### config.mk
export PLATFORM = sky130hd
export DESIGN_NAME = pitch_lookup_arbiter_flat
export DESIGN_NICKNAME = d
export VERILOG_FILES = /design/src/rtl/pitch_lookup_arbiter_pkg.sv /design/src/rtl/pitch_lookup_arbiter_if.sv /design/src/rtl/rr_priority_select.sv /design/src/rtl/pitch_lookup_arbiter.sv /design/src/flat_wrapper.sv
export SDC_FILE = /design/constraint.sdc
export NUM_CORES = 1
export LEC_CHECK = 0
export CORE_AREA = 2 2 90 92
export DETAILED_ROUTE_END_ITERATION = 16
export DIE_AREA = 0 0 92 94
export HOLD_SLACK_MARGIN = 0.05
export PLACE_DENSITY = 0.63
export SETUP_SLACK_MARGIN = 0.5
export SLEW_MARGIN = 10
export SYNTH_ARGS = -nofsm -noshare
export SYNTH_HDL_FRONTEND = slang
export SYNTH_HIERARCHICAL = 1
export SYNTH_SLANG_ARGS = --single-unit
### constraint.sdc
create_clock -name i_clk -period 5.16 [get_ports i_clk]
set_input_delay 1.29 -clock i_clk [delete_from_list [all_inputs] [get_ports i_clk]]
set_output_delay 1.29 -clock i_clk [all_outputs]
set_load 0.02 [all_outputs]
### src/rtl/pitch_lookup_arbiter_pkg.sv
// Shared sequencer types and constants for the pitch lookup arbiter.
package pitch_lookup_arbiter_pkg;

  typedef enum logic [1:0] {
    StIdle    = 2'd0,
    StIssue   = 2'd1,
    StWait    = 2'd2,
    StRespond = 2'd3
  } arb_state_e;

  // Wide enough for the largest supported timeout (255 cycles).
  localparam int unsigned TmoCntWidth = 8;
  typedef logic [TmoCntWidth-1:0] tmo_cnt_t;

  // Count value in the last WAIT cycle before giving up; a response in that
  // cycle still completes normally.
  function automatic tmo_cnt_t tmo_last_count(input int unsigned timeout_cycles);
    return tmo_cnt_t'(timeout_cycles - 2);
  endfunction

endpackage

### src/rtl/pitch_lookup_arbiter_if.sv
// Channel request/ack bus plus the shared pitch lookup port, grouped for the arbiter.
interface pitch_lookup_arbiter_if #(
  parameter int unsigned NUM_CHANNELS = 4,
  parameter int unsigned NOTE_WIDTH   = 6,
  parameter int unsigned PITCH_WIDTH  = 16
);

  logic [NUM_CHANNELS-1:0]            i_req;
  logic [NUM_CHANNELS*NOTE_WIDTH-1:0] i_note;
  logic                               o_lookup_enable;
  logic [NOTE_WIDTH-1:0]              o_lookup_note;
  logic                               i_lookup_valid;
  logic [PITCH_WIDTH-1:0]             i_lookup_pitch;
  logic [NUM_CHANNELS-1:0]            o_ack;
  logic [PITCH_WIDTH-1:0]             o_pitch;
  logic                               o_error;
  logic                               o_busy;

  modport slave (
    input  i_req, i_note, i_lookup_valid, i_lookup_pitch,
    output o_lookup_enable, o_lookup_note, o_ack, o_pitch, o_error, o_busy
  );

  modport master (
    output i_req, i_note, i_lookup_valid, i_lookup_pitch,
    input  o_lookup_enable, o_lookup_note, o_ack, o_pitch, o_error, o_busy
  );

endinterface

### src/rtl/rr_priority_select.sv
// Combinational round-robin pick: first request at or after the pointer, wrapping.
module rr_priority_select #(
  parameter int unsigned  NUM_CHANNELS = 4,
  localparam int unsigned IdxWidth     = $clog2(NUM_CHANNELS)
) (
  input  logic [NUM_CHANNELS-1:0] i_req,
  input  logic [IdxWidth-1:0]     i_ptr,
  output logic [NUM_CHANNELS-1:0] o_grant,
  output logic [IdxWidth-1:0]     o_idx,
  output logic                    o_valid
);

  logic [IdxWidth-1:0] w_cand;

  always_comb begin
    o_grant = '0;
    o_idx   = '0;
    o_valid = 1'b0;
    w_cand  = '0;
    for (int unsigned i = 0; i < NUM_CHANNELS; i++) begin
      w_cand = IdxWidth'((i_ptr + i) % NUM_CHANNELS);
      if (!o_valid && i_req[w_cand]) begin
        o_valid         = 1'b1;
        o_idx           = w_cand;
        o_grant[w_cand] = 1'b1;
      end
    end
  end

endmodule

### src/rtl/pitch_lookup_arbiter.sv
// Round-robin arbiter sharing one pitch lookup among channel controllers,
// with a bounded wait for the lookup response.
module pitch_lookup_arbiter
  import pitch_lookup_arbiter_pkg::*;
#(
  parameter int unsigned NUM_CHANNELS   = 4,
  parameter int unsigned NOTE_WIDTH     = 6,
  parameter int unsigned PITCH_WIDTH    = 16,
  parameter int unsigned TIMEOUT_CYCLES = 8
) (
  input logic                   i_clk,
  input logic                   i_rst,
  pitch_lookup_arbiter_if.slave bus
);

  localparam int unsigned IdxWidth = $clog2(NUM_CHANNELS);
  localparam tmo_cnt_t    TmoLast  = tmo_last_count(TIMEOUT_CYCLES);

  arb_state_e              r_state, w_state_next;
  logic [NUM_CHANNELS-1:0] r_gnt_oh;
  logic [IdxWidth-1:0]     r_gnt_idx;
  logic [IdxWidth-1:0]     r_rr_ptr;
  logic [NOTE_WIDTH-1:0]   r_note;
  logic [PITCH_WIDTH-1:0]  r_pitch;
  logic                    r_err;
  tmo_cnt_t                r_tmo_cnt;

  logic [NUM_CHANNELS-1:0] w_grant_oh;
  logic [IdxWidth-1:0]     w_grant_idx;
  logic                    w_grant_valid;
  logic [NOTE_WIDTH-1:0]   w_notes [NUM_CHANNELS];
  logic [NOTE_WIDTH-1:0]   w_sel_note;
  logic                    w_tmo_hit;

  rr_priority_select #(
    .NUM_CHANNELS(NUM_CHANNELS)
  ) u_rr_sel (
    .i_req   (bus.i_req),
    .i_ptr   (r_rr_ptr),
    .o_grant (w_grant_oh),
    .o_idx   (w_grant_idx),
    .o_valid (w_grant_valid)
  );

  for (genvar g = 0; g < NUM_CHANNELS; g++) begin : g_note
    assign w_notes[g] = bus.i_note[g*NOTE_WIDTH +: NOTE_WIDTH];
  end

  assign w_sel_note = w_notes[w_grant_idx];
  assign w_tmo_hit  = (r_tmo_cnt == TmoLast);

  always_ff @(posedge i_clk) begin
    if (i_rst) begin
      r_state <= StIdle;
    end else begin
      r_state <= w_state_next;
    end
  end

  always_comb begin
    w_state_next = r_state;
    case (r_state)
      StIdle:    if (w_grant_valid) w_state_next = StIssue;
      StIssue:   w_state_next = StWait;
      StWait:    if (bus.i_lookup_valid || w_tmo_hit) w_state_next = StRespond;
      StRespond: w_state_next = StIdle;
      default:   w_state_next = StIdle;
    endcase
  end

  always_ff @(posedge i_clk) begin
    if (i_rst) begin
      r_gnt_oh  <= '0;
      r_gnt_idx <= '0;
      r_rr_ptr  <= '0;
      r_note    <= '0;
      r_pitch   <= '0;
      r_err     <= 1'b0;
      r_tmo_cnt <= '0;
    end else begin
      case (r_state)
        StIdle: begin
          if (w_grant_valid) begin
            r_gnt_oh  <= w_grant_oh;
            r_gnt_idx <= w_grant_idx;
            r_note    <= w_sel_note;
          end
        end
        StIssue: r_tmo_cnt <= '0;
        StWait: begin
          // A response in the final wait cycle wins over the timeout.
          if (bus.i_lookup_valid) begin
            r_pitch <= bus.i_lookup_pitch;
            r_err   <= 1'b0;
          end else if (w_tmo_hit) begin
            r_pitch <= '0;
            r_err   <= 1'b1;
          end else begin
            r_tmo_cnt <= r_tmo_cnt + 1'b1;
          end
        end
        StRespond: begin
          r_rr_ptr <= (r_gnt_idx == IdxWidth'(NUM_CHANNELS - 1)) ? '0 : r_gnt_idx + 1'b1;
        end
        default: ;
      endcase
    end
  end

  always_comb begin
    bus.o_lookup_enable = (r_state == StIssue);
    bus.o_busy          = (r_state != StIdle);
    bus.o_ack           = '0;
    bus.o_error         = 1'b0;
    if (r_state == StRespond) begin
      bus.o_ack   = r_gnt_oh;
      bus.o_error = r_err;
    end
  end

  assign bus.o_lookup_note = r_note;
  assign bus.o_pitch       = r_pitch;

endmodule

### src/flat_wrapper.sv
// flat-port wrapper written by rule: the top's interface ports become plain ports
module pitch_lookup_arbiter_flat import pitch_lookup_arbiter_pkg::*;
#(
  parameter int unsigned NUM_CHANNELS   = 4,
  parameter int unsigned NOTE_WIDTH     = 6,
  parameter int unsigned PITCH_WIDTH    = 16,
  parameter int unsigned TIMEOUT_CYCLES = 8
)
  (i_clk, i_rst, bus_i_req, bus_i_note, bus_i_lookup_valid, bus_i_lookup_pitch, bus_o_lookup_enable, bus_o_lookup_note, bus_o_ack, bus_o_pitch, bus_o_error, bus_o_busy);
  pitch_lookup_arbiter_if #(.NUM_CHANNELS(NUM_CHANNELS), .NOTE_WIDTH(NOTE_WIDTH), .PITCH_WIDTH(PITCH_WIDTH)) bus_i ();
  input logic i_clk;
  input logic i_rst;
  input wire logic [$bits(bus_i.i_req)-1:0] bus_i_req;
  input wire logic [$bits(bus_i.i_note)-1:0] bus_i_note;
  input wire logic [$bits(bus_i.i_lookup_valid)-1:0] bus_i_lookup_valid;
  input wire logic [$bits(bus_i.i_lookup_pitch)-1:0] bus_i_lookup_pitch;
  output wire logic [$bits(bus_i.o_lookup_enable)-1:0] bus_o_lookup_enable;
  output wire logic [$bits(bus_i.o_lookup_note)-1:0] bus_o_lookup_note;
  output wire logic [$bits(bus_i.o_ack)-1:0] bus_o_ack;
  output wire logic [$bits(bus_i.o_pitch)-1:0] bus_o_pitch;
  output wire logic [$bits(bus_i.o_error)-1:0] bus_o_error;
  output wire logic [$bits(bus_i.o_busy)-1:0] bus_o_busy;
  assign bus_i.i_req = bus_i_req;
  assign bus_i.i_note = bus_i_note;
  assign bus_i.i_lookup_valid = bus_i_lookup_valid;
  assign bus_i.i_lookup_pitch = bus_i_lookup_pitch;
  assign bus_o_lookup_enable = bus_i.o_lookup_enable;
  assign bus_o_lookup_note = bus_i.o_lookup_note;
  assign bus_o_ack = bus_i.o_ack;
  assign bus_o_pitch = bus_i.o_pitch;
  assign bus_o_error = bus_i.o_error;
  assign bus_o_busy = bus_i.o_busy;
  pitch_lookup_arbiter #(.NUM_CHANNELS(NUM_CHANNELS), .NOTE_WIDTH(NOTE_WIDTH), .PITCH_WIDTH(PITCH_WIDTH), .TIMEOUT_CYCLES(TIMEOUT_CYCLES)) u_core (.i_clk(i_clk), .i_rst(i_rst), .bus(bus_i));
endmodule
==> out/results.tsv <==
metric	value	unit
Antenna Violating Nets Remaining	0	
WL/cell	13.3	um
Sw Share	0.376	
vias	1970	
# port buffers	75	
crit path buf inv count	2	
I/O pin cnt	76	
post-synth top area cell	dfxtp_1	
Initial Util	0.297	
number of flops mapped to enable cells by yosys	0	
area of the core	0.00761	mm2
fill count	764	
Avg Inst Size Synth	9.75	um2
Clk Tree Root Cell	clkbuf_8	
Post-Route Skew	9.05	ps
CP top delay family	multiplexers	
Worst Path Max Fanout	10	
worst min path class	reg2reg	
slew at the pin with the worst max-slew slack	803	ps
final wirelength	5.41	mm
Power Internal	712	uW
Net Count, Synth	292	
power share of the clock group	0.179	
crit path kind	in2reg	
DP HPWL	4.11	mm
CTS tree	yes	
die width	92	um
Post-Synthesis Cells	232	
Cell Pwr Density	359	mW/mm2
drt via density	4.84	
Psw	428	uW
Sum Neg Setup Slack	0	ps
asr flop ratio synth	0	
first-pass GRT wire length	8.80	mm
GRT Resource Usage Total	0.125	
FF+latch count, synth	41	
Relative slew margins	0.463	
P&R area growth vs syn	40.3	%
final setup violation count	0	
most frequent cells in the layout	clkdlybuf4s50_1 (75), dfxtp_1 (41), nand2_1 (30)	
CTS Hold Bufs	0	
initial antenna violation count	0	
postcts setup bufs	0	
post_cts resized	0	
vias in the first global route	1825	
most common cell after layout, fill and taps aside	clkdlybuf4s50_1	
DRT Pass-1 Iters	4	
sequential share of power	0.362	
max cap viols	0	
Synth Cell Area	0.00226	mm2
RSZ-0062 raised after global routing	no	
share of layout cells above drive strength 1	0.111	
Pleak	0.00117	uW
critical path data arrival time	3760	ps
post-synthesis sequential area ratio	0.363	
post-route minimum period	3600	ps
# rows	32	
DRC	0	
post-synth top area share	0.363	
final worst path period share	0.698	
CP Capture Type	flip-flop	
grt ovf	0	
post-synth cell types	49	
H-tree depth	2	
clk slew on worst S/H paths	80	ps
Clock Tree Buf Depth	2	
n_diodes	0	
total CTS buffers	5	
crit path cell chain	clkdlybuf4s50_1, mux4_2, and2b_2, o21ai_0, o31ai_1, buf_4, mux4_2, nand2_1, a21oi_1	
die height	94	um
Initial DRC Count	60	
clk_lat worst skew	290	ps
Synth Warn #	6	
Highest Clock Rate	0.277	GHz
Hold Vio Cnt, Final	0	
most used cell, CP	mux4_2	
pin count of the biggest net entering global routing	32	
total die area	0.00865	mm2
status	finished, final reports clean	
top cells by area, synth	dfxtp_1 (36%), mux4_2 (8.0%), ha_1 (7.2%)	
Worst Setup Start Kind	input pin	
Placer Congestion	0.746	
worst setup margin	1560	ps
worst vdd ir	0.000204	V
CTS Sinks	41	
Setup Slack @ Placement	1250	ps
Crit-path slowest cell	mux4_2	
nets	364	
fin. max-slew vios	0	
Worst path max stage delay	620	ps
Post-synth top flop	dfxtp_1	
CP required	5320	ps
combinational fraction of design power	0.459	
==> logic make-up (layout without fill, tap and decap cells) <==
group,after synthesis,in the layout,synth area share
flip-flops,41,41,0.363
AND/OR/NAND/NOR,78,78,0.183
multiplexers,17,17,0.135
buffers and inverters,22,95,0.0487
AO/OA/AOI/OAI,60,60,0.195
adder cells (fa/ha/maj),13,13,0.0719
XOR/XNOR,1,1,0.00387
==> routing by layer <==
layer	routed length (um)	global-route usage
met4	59	0.0286
met1	2300	0.160
met5	0	0
met3	218	0.0321
met2	2830	0.211
==> path summary, 6_finish.rpt <==
kind                           start                     endpoint  slack, ps  cells past startpoint
setup / recovery        bus_i_req[3]  u_core/bus.o_lookup_note[4]       1560                      9
hold / removal    u_core/r_gnt_oh[2]           u_core/r_gnt_oh[2]        450                      2
setup reg to reg  u_core/r_rr_ptr[0]  u_core/bus.o_lookup_note[4]       1970                     10
hold reg to reg   u_core/r_gnt_oh[2]           u_core/r_gnt_oh[2]        450                      2
==> state kept, by name, summed over array words and instances, names as in the netlist <==
signal                    flops
u_core/r_state                2
u_core/bus.o_lookup_note      6
u_core/bus.o_pitch           16
u_core/r_rr_ptr               2
u_core/r_gnt_idx              2
u_core/r_gnt_oh               4
u_core/r_tmo_cnt              8
u_core/r_err                  1
==> metrics by stage <==
stage	hold WS, ps	util	std cells	instance area, um2	total power, uW
6_report	449	0.417	407	3170	1140
5_1_grt	472	0.417	407	3170	1220
4_1_cts	453	0.417	407	3170	1160
3_5_place_dp	442	0.406	399	3090	949
3_3_place_gp	440	0.406	399	3090	944
2_1_floorplan	432	-	232	2260	769
==> power by group through the flow <==
stage	Combinational, uW	Clock (uW)	Sequential [uW]
floorplan	316	0	453
global placement	524	0	420
detailed placement	529	0	420
CTS	530	212	414
global route	574	226	423
finish	523	204	413
==> worst register-to-register path, stage by stage, from the launching register on <==
cell	delay (ps)
dfxtp_1	700
inv_1	150
ha_1	390
mux4_2	440
and2b_2	310
o21ai_0	80
o31ai_1	110
buf_4	230
mux4_2	510
nand2_1	80
a21oi_1	60
==> cell type report <==
type | count | area, um2 | share of cell area
tap | 102 | 128 | 0.0402
clock inverter | 3 | 17.5 | 0.00552
clock buffer | 5 | 68.8 | 0.0217
timing repair buffer | 78 | 773 | 0.244
multi-input combinational | 169 | 1330 | 0.420
inverter | 9 | 33.8 | 0.0106
sequential | 41 | 821 | 0.259
==> Yosys cell counts, drive strengths merged (2+ instances only) <==
| master | count |
|---|---|
| a22o | 16 |
| buf | 6 |
| nor3 | 3 |
| ha | 13 |
| nand4 | 2 |
| nand2b | 7 |
| o31ai | 3 |
| and2 | 6 |
| nor2 | 11 |
| and2b | 2 |
| o221ai | 3 |
| nor2b | 2 |
| clkbuf | 7 |
| a21oi | 16 |
| mux2i | 5 |
| dfxtp | 41 |
| mux4 | 10 |
| or3 | 2 |
| inv | 9 |
| and3 | 2 |
| mux2 | 2 |
| a22oi | 8 |
| or4 | 2 |
| o21ai | 7 |
| o211ai | 2 |
| nand2 | 31 |
| nand3 | 3 |
Note: power is estimated with default switching activity, not from simulation.
==> variant 1: new RTL, same settings <==
Reset style: asynchronous (`i_rst`), changed in 2 clocked blocks.
--- a/src/rtl/pitch_lookup_arbiter.sv
+++ b/src/rtl/pitch_lookup_arbiter.sv
@@ -50,5 +50,5 @@
   assign w_tmo_hit  = (r_tmo_cnt == TmoLast);
 
-  always_ff @(posedge i_clk) begin
+  always_ff @(posedge i_clk or posedge i_rst) begin
     if (i_rst) begin
       r_state <= StIdle;
@@ -69,5 +69,5 @@
   end
 
-  always_ff @(posedge i_clk) begin
+  always_ff @(posedge i_clk or posedge i_rst) begin
     if (i_rst) begin
       r_gnt_oh  <= '0;
Formal check against the unedited RTL: differs if i_rst is asserted again (counterexample within 4 cycles, from zero or initial values and one cycle with i_rst high); with i_rst held inactive, the same outputs for 10 cycles.
==> variant 1 against the unedited design <==
- routed wire length did not move
- critical path depth fell by 2
- cell count fell by 9.8%
- worst setup slack got worse by 0.41 ns
- sequential cell count did not move
- clock skew fell by 0.0046 ns
- global-route usage rose by 0.63 points
- area after synthesis rose by 5.7%
- design area rose by 4.0%
Power is not compared: it rests on default switching activity, and its combinational part moved more than twofold at a synthesized area within 25%.
==> variant 1: results (changes against the unedited design) <==
* Maximum VDD drop at 194 uV
* Reg2reg end: u_core/bus.o_lookup_note[5]
* Internal reg-to-reg setup slack at 1.74 ns (-0.23 ns)
* Pre-CTS worst setup slack at 0.739 ns (-0.509 ns)
* Vias after detailed routing at 1804 (-8.4%)
* Register area share after synthesis at 42.9% (+6.6 points)
* Placed insts at 359 (-10%)
* Largest net degree at the start of global routing at 23 (-28%)
* Dominant delay contributor by cell family on the critical path: multiplexers
* Fin crit share at 77.9% (+8.0 points)
* Hold path startpoint: u_core/r_err
* Global-route wire length before repair at 8.78 mm (-0.16%)
* Total cell area at the placement stage at 0.00322 mm^2 (+4.3%)
* TritonCTS buffer count at 5 (unchanged)
* Final setup skew at 0.00447 ns (-0.00457 ns)
* Number of synthesized flops with an enable pin at 0 (unchanged)
* Dominant synthesized flop cell: sky130_fd_sc_hd__dfrtp_1
* Async set-reset flop share out of synthesis at 100% (+100 points)
* Gp weighted congestion at 0.855 (+15%)
* CTS hold repair buffers at 0 (unchanged)
* Overall Global Routing Usage at 13.1% (+0.63 points)
* Synth top area cells: sky130_fd_sc_hd__dfrtp_1 (43%), sky130_fd_sc_hd__mux2_2 (8.0%), sky130_fd_sc_hd__mux4_2 (7.5%), sky130_fd_sc_hd__ha_1 (6.8%), sky130_fd_sc_hd__a22o_1 (6.6%)
* Layout overhead on the synthesized area at 38.0%
* Root buffer selected by CTS: sky130_fd_sc_hd__clkbuf_8
* Highest fanout seen on the critical path at 7 (-3)
* Worst hold slack after final layout at 0.494 ns (+0.0445 ns)
* CP Data Arrival Time at 4.20 ns (+0.44 ns)
* Share of final-layout standard cells stronger than drive strength 1 at 15.5% (+4.3 points)
* Antenna violations before repair at 0 (unchanged)
* Cell types with the highest counts after synthesis: sky130_fd_sc_hd__dfrtp_1 (41), sky130_fd_sc_hd__a22o_1 (18), sky130_fd_sc_hd__mux2_2 (17), sky130_fd_sc_hd__ha_1 (13), sky130_fd_sc_hd__inv_1 (9)
* Iter 0 DRT Violations at 68 (+13%)
* Post-Syn Nets at 251 (-14%)
* Number of diodes added for antenna fixing at 0 (unchanged)
* Transition at the pin with the smallest max-transition slack at 0.914 ns (+0.111 ns)
* Worst R2R Path Depth at 8 (-2)
* Overall routed net length at 5.41 mm (unchanged)
* # fillers at 724 (-5.2%)
* Average size of a mapped cell at 12.5 um^2 (+28%)
* End of the worst hold path: u_core/r_err
* Count of distinct cell types in the synthesized netlist at 42 (-14%)
* Filler-free cell count of the finished design at 367 (-9.8%)
* CP max-delay cell: sky130_fd_sc_hd__o31ai_2
* Final net count at 324 (-11%)
* Placed wire-length estimate after detailed placement at 4.04 mm (-1.7%)
* Critical R2R Launch: u_core/r_rr_ptr[0]
* Status: complete, no violations
* Delay of the slowest cell on the worst path at 0.74 ns (+0.12 ns)
* Longest Clk Path Bufs at 2 (unchanged)
==> variant 1: cell count changes in the layout (fill, tap and decap cells not counted), sizes merged, moves of 15 or more <==
cell	before	now
dfrtp	0	41
dfxtp	41	0
nand2	31	7
a21oi	16	1
mux2	2	17
==> variant 1: cells by family (layout without fill, tap and decap cells) <==
logic type / count (synthesis) / in the layout / synth area share (%)
buffers and inverters: 19 / 93 / 4.08
AO/OA/AOI/OAI: 46 / 46 / 15.5
flip-flops: 41 / 41 / 42.9
XOR/XNOR: 2 / 2 / 0.733
multiplexers: 31 / 31 / 19.4
adder cells (fa/ha/maj): 13 / 13 / 6.80
AND/OR/NAND/NOR: 39 / 39 / 10.5
==> variant 1: metal layers <==
| layer | share of wire [%] | global-route usage (%) | vias up | wire, um |
|---|---|---|---|---|
| met4 | 0.74 | 3.36 | 0 | 40 |
| li1 | - | - | 865 | - |
| met1 | 43 | 16.1 | 879 | 2320 |
| met5 | 0 | 0 | - | 0 |
| met2 | 51 | 22.5 | 56 | 2770 |
| met3 | 5.1 | 3.93 | 4 | 276 |
==> variant 1: where the power goes <==
group	internal, uW	switching [uW]	leakage [uW]
clock network	93.7	107	0.0000450
registers	454	104	0.000518
logic	605	550	0.000819
==> variant 1: area by class of cell <==
| class | count | share of cell area (%) |
|---|---|---|
| Inverter | 9 | 1.02 |
| Multi-Input combinational cell | 131 | 38.6 |
| Tap cell | 102 | 3.87 |
| Sequential cell | 41 | 31.1 |
| Timing Repair Buffer | 76 | 23.0 |
| Clock inverter | 2 | 0.303 |
| Clock buffer | 6 | 2.20 |
==> variant 1: tightest hold or removal path, stage by stage (launching register included) <==
cell and delay [ns]:
sky130_fd_sc_hd__dfrtp_1 0.35, sky130_fd_sc_hd__a31oi_1 0.04, sky130_fd_sc_hd__nor2_1 0.07
==> variant 2: new RTL, config.mk and constraints unchanged <==
Made on the original files. `NOTE_WIDTH` is set to 6 in 3 places; all go to 5.
--- a/src/rtl/pitch_lookup_arbiter_if.sv
+++ b/src/rtl/pitch_lookup_arbiter_if.sv
@@ -2,5 +2,5 @@
 interface pitch_lookup_arbiter_if #(
   parameter int unsigned NUM_CHANNELS = 4,
-  parameter int unsigned NOTE_WIDTH   = 6,
+  parameter int unsigned NOTE_WIDTH   = 5,
   parameter int unsigned PITCH_WIDTH  = 16
 );
--- a/src/rtl/pitch_lookup_arbiter.sv
+++ b/src/rtl/pitch_lookup_arbiter.sv
@@ -5,5 +5,5 @@
 #(
   parameter int unsigned NUM_CHANNELS   = 4,
-  parameter int unsigned NOTE_WIDTH     = 6,
+  parameter int unsigned NOTE_WIDTH     = 5,
   parameter int unsigned PITCH_WIDTH    = 16,
   parameter int unsigned TIMEOUT_CYCLES = 8
--- a/src/flat_wrapper.sv
+++ b/src/flat_wrapper.sv
@@ -3,5 +3,5 @@
 #(
   parameter int unsigned NUM_CHANNELS   = 4,
-  parameter int unsigned NOTE_WIDTH     = 6,
+  parameter int unsigned NOTE_WIDTH     = 5,
   parameter int unsigned PITCH_WIDTH    = 16,
   parameter int unsigned TIMEOUT_CYCLES = 8
Interface: changed (resized bus_i_note and bus_o_lookup_note); port bits go from 76 to 71. The function was not compared with the original's and may differ.
==> variant 2 against the unedited design <==
- design area is 2.4% lower
- power is 2.0% higher
- routed wire length is 3.5% lower
- area after synthesis is 2.0% lower
- worst setup slack better by 0.0085 ns
- synthesized cell count is 1.3% lower
- sequential cell count is 1 lower
- hold slack better by 0.0086 ns
==> variant 2: results (changes against the unedited design) <==
* Status: complete, no violations
* Placed wire-length estimate after detailed placement at 3.84 mm (-6.4%)
* Final setup skew at 0.00611 ns (-0.00293 ns)
* Gp weighted congestion at 0.767 (+2.8%)
* CP Data Arrival Time at 3.73 ns (-0.03 ns)
* Wire length per cell after detailed routing at 13.1 um (-1.1%)
* Post-CTS clock slew at the launch and capture registers of the worst setup and hold paths at 0.08 ns (about the same)
* Number of buffers added on ports at 70 (-6.7%)
* Total cell area at the placement stage at 0.00298 mm^2 (-3.4%)
* Post-Syn Nets at 285 (-2.4%)
* Largest net degree at the start of global routing at 30 (-6.3%)
* Relative max-transition margin at 26.7% (-20 points)
* Iter 0 DRT Violations at 95 (+58%)
* Final net count at 350 (-3.8%)
* Met2 track demand over resource in global routing at 19.7% (-1.4 points)
* Cell types with the highest counts after synthesis: sky130_fd_sc_hd__dfxtp_1 (40), sky130_fd_sc_hd__nand2_1 (29), sky130_fd_sc_hd__a22o_1 (16), sky130_fd_sc_hd__a21oi_1 (15), sky130_fd_sc_hd__ha_1 (13)
* Leak pwr at 0.00111 uW (-4.7%)
* Worst hold slack after final layout at 0.458 ns (+0.00858 ns)
* Total routed wire length on the met1 layer at 2.37 mm (+3.2%)
* Vias after detailed routing at 1943 (-1.4%)
* Global-route wire length before repair at 8.71 mm (-0.94%)
* Routed wire length on met2 at 2.44 mm (-14%)
* Internal reg-to-reg setup slack at 1.99 ns (+0.02 ns)
* P_sw at 424 uW (-0.91%)
* Maximum VDD drop at 143 uV (-30%)
-- variant 2: area by class of cell --
class	count	area [um^2]	share of cell area, %
repair buffers	72	716	23.1
inverters	12	45.0	1.45
well taps	102	128	4.12
multi-input cells	163	1290	41.8
clock inverters	3	46.3	1.49
clock buffers	5	68.8	2.22
flip-flops and latches	40	801	25.8
-- variant 2: worst paths after layout --
check,cells after the start,endpoint
max,9,u_core/bus.o_lookup_note[3]
min,2,u_core/r_gnt_oh[0]
max reg2reg,10,u_core/bus.o_lookup_note[3]
min reg2reg,2,u_core/r_gnt_oh[0]
-- variant 2: cells by family after synthesis --
logic type | count (synthesis) | synth area share [%]
and+or+nand+nor | 71 | 17.2
buffers and inverters | 26 | 5.53
xor gates and xnor gates | 1 | 0.395
DFF | 40 | 36.1
AOI/OAI and AO/OA | 63 | 21.2
adders and majority gates | 13 | 7.34
muxes | 15 | 12.2
-- variant 2: power groups by stage --
stage / Combinational, uW / Sequential [uW] / Clock (uW)
after floorplan: 303 / 435 / 0
after global placement: 496 / 406 / 0
after detailed placement: 500 / 408 / 0
after CTS: 503 / 401 / 277
after global routing: 551 / 409 / 289
final: 497 / 400 / 267
-- variant 2: stage by stage --
stage / std cells / setup WS, ns
finish: 397 / 1.56
global route: 397 / 1.37
CTS: 397 / 1.57
detailed placement: 389 / 1.24
global placement: 389 / 1.31
floorplan: 229 / 1.76
-- variant 2: worst min-delay path, delay by kind of cell, from the launching register on --
family / cells / cell delay [ns]
AO/OA/AOI/OAI: 1 / 0.05
flip-flops: 1 / 0.32
AND/OR/NAND/NOR: 1 / 0.05
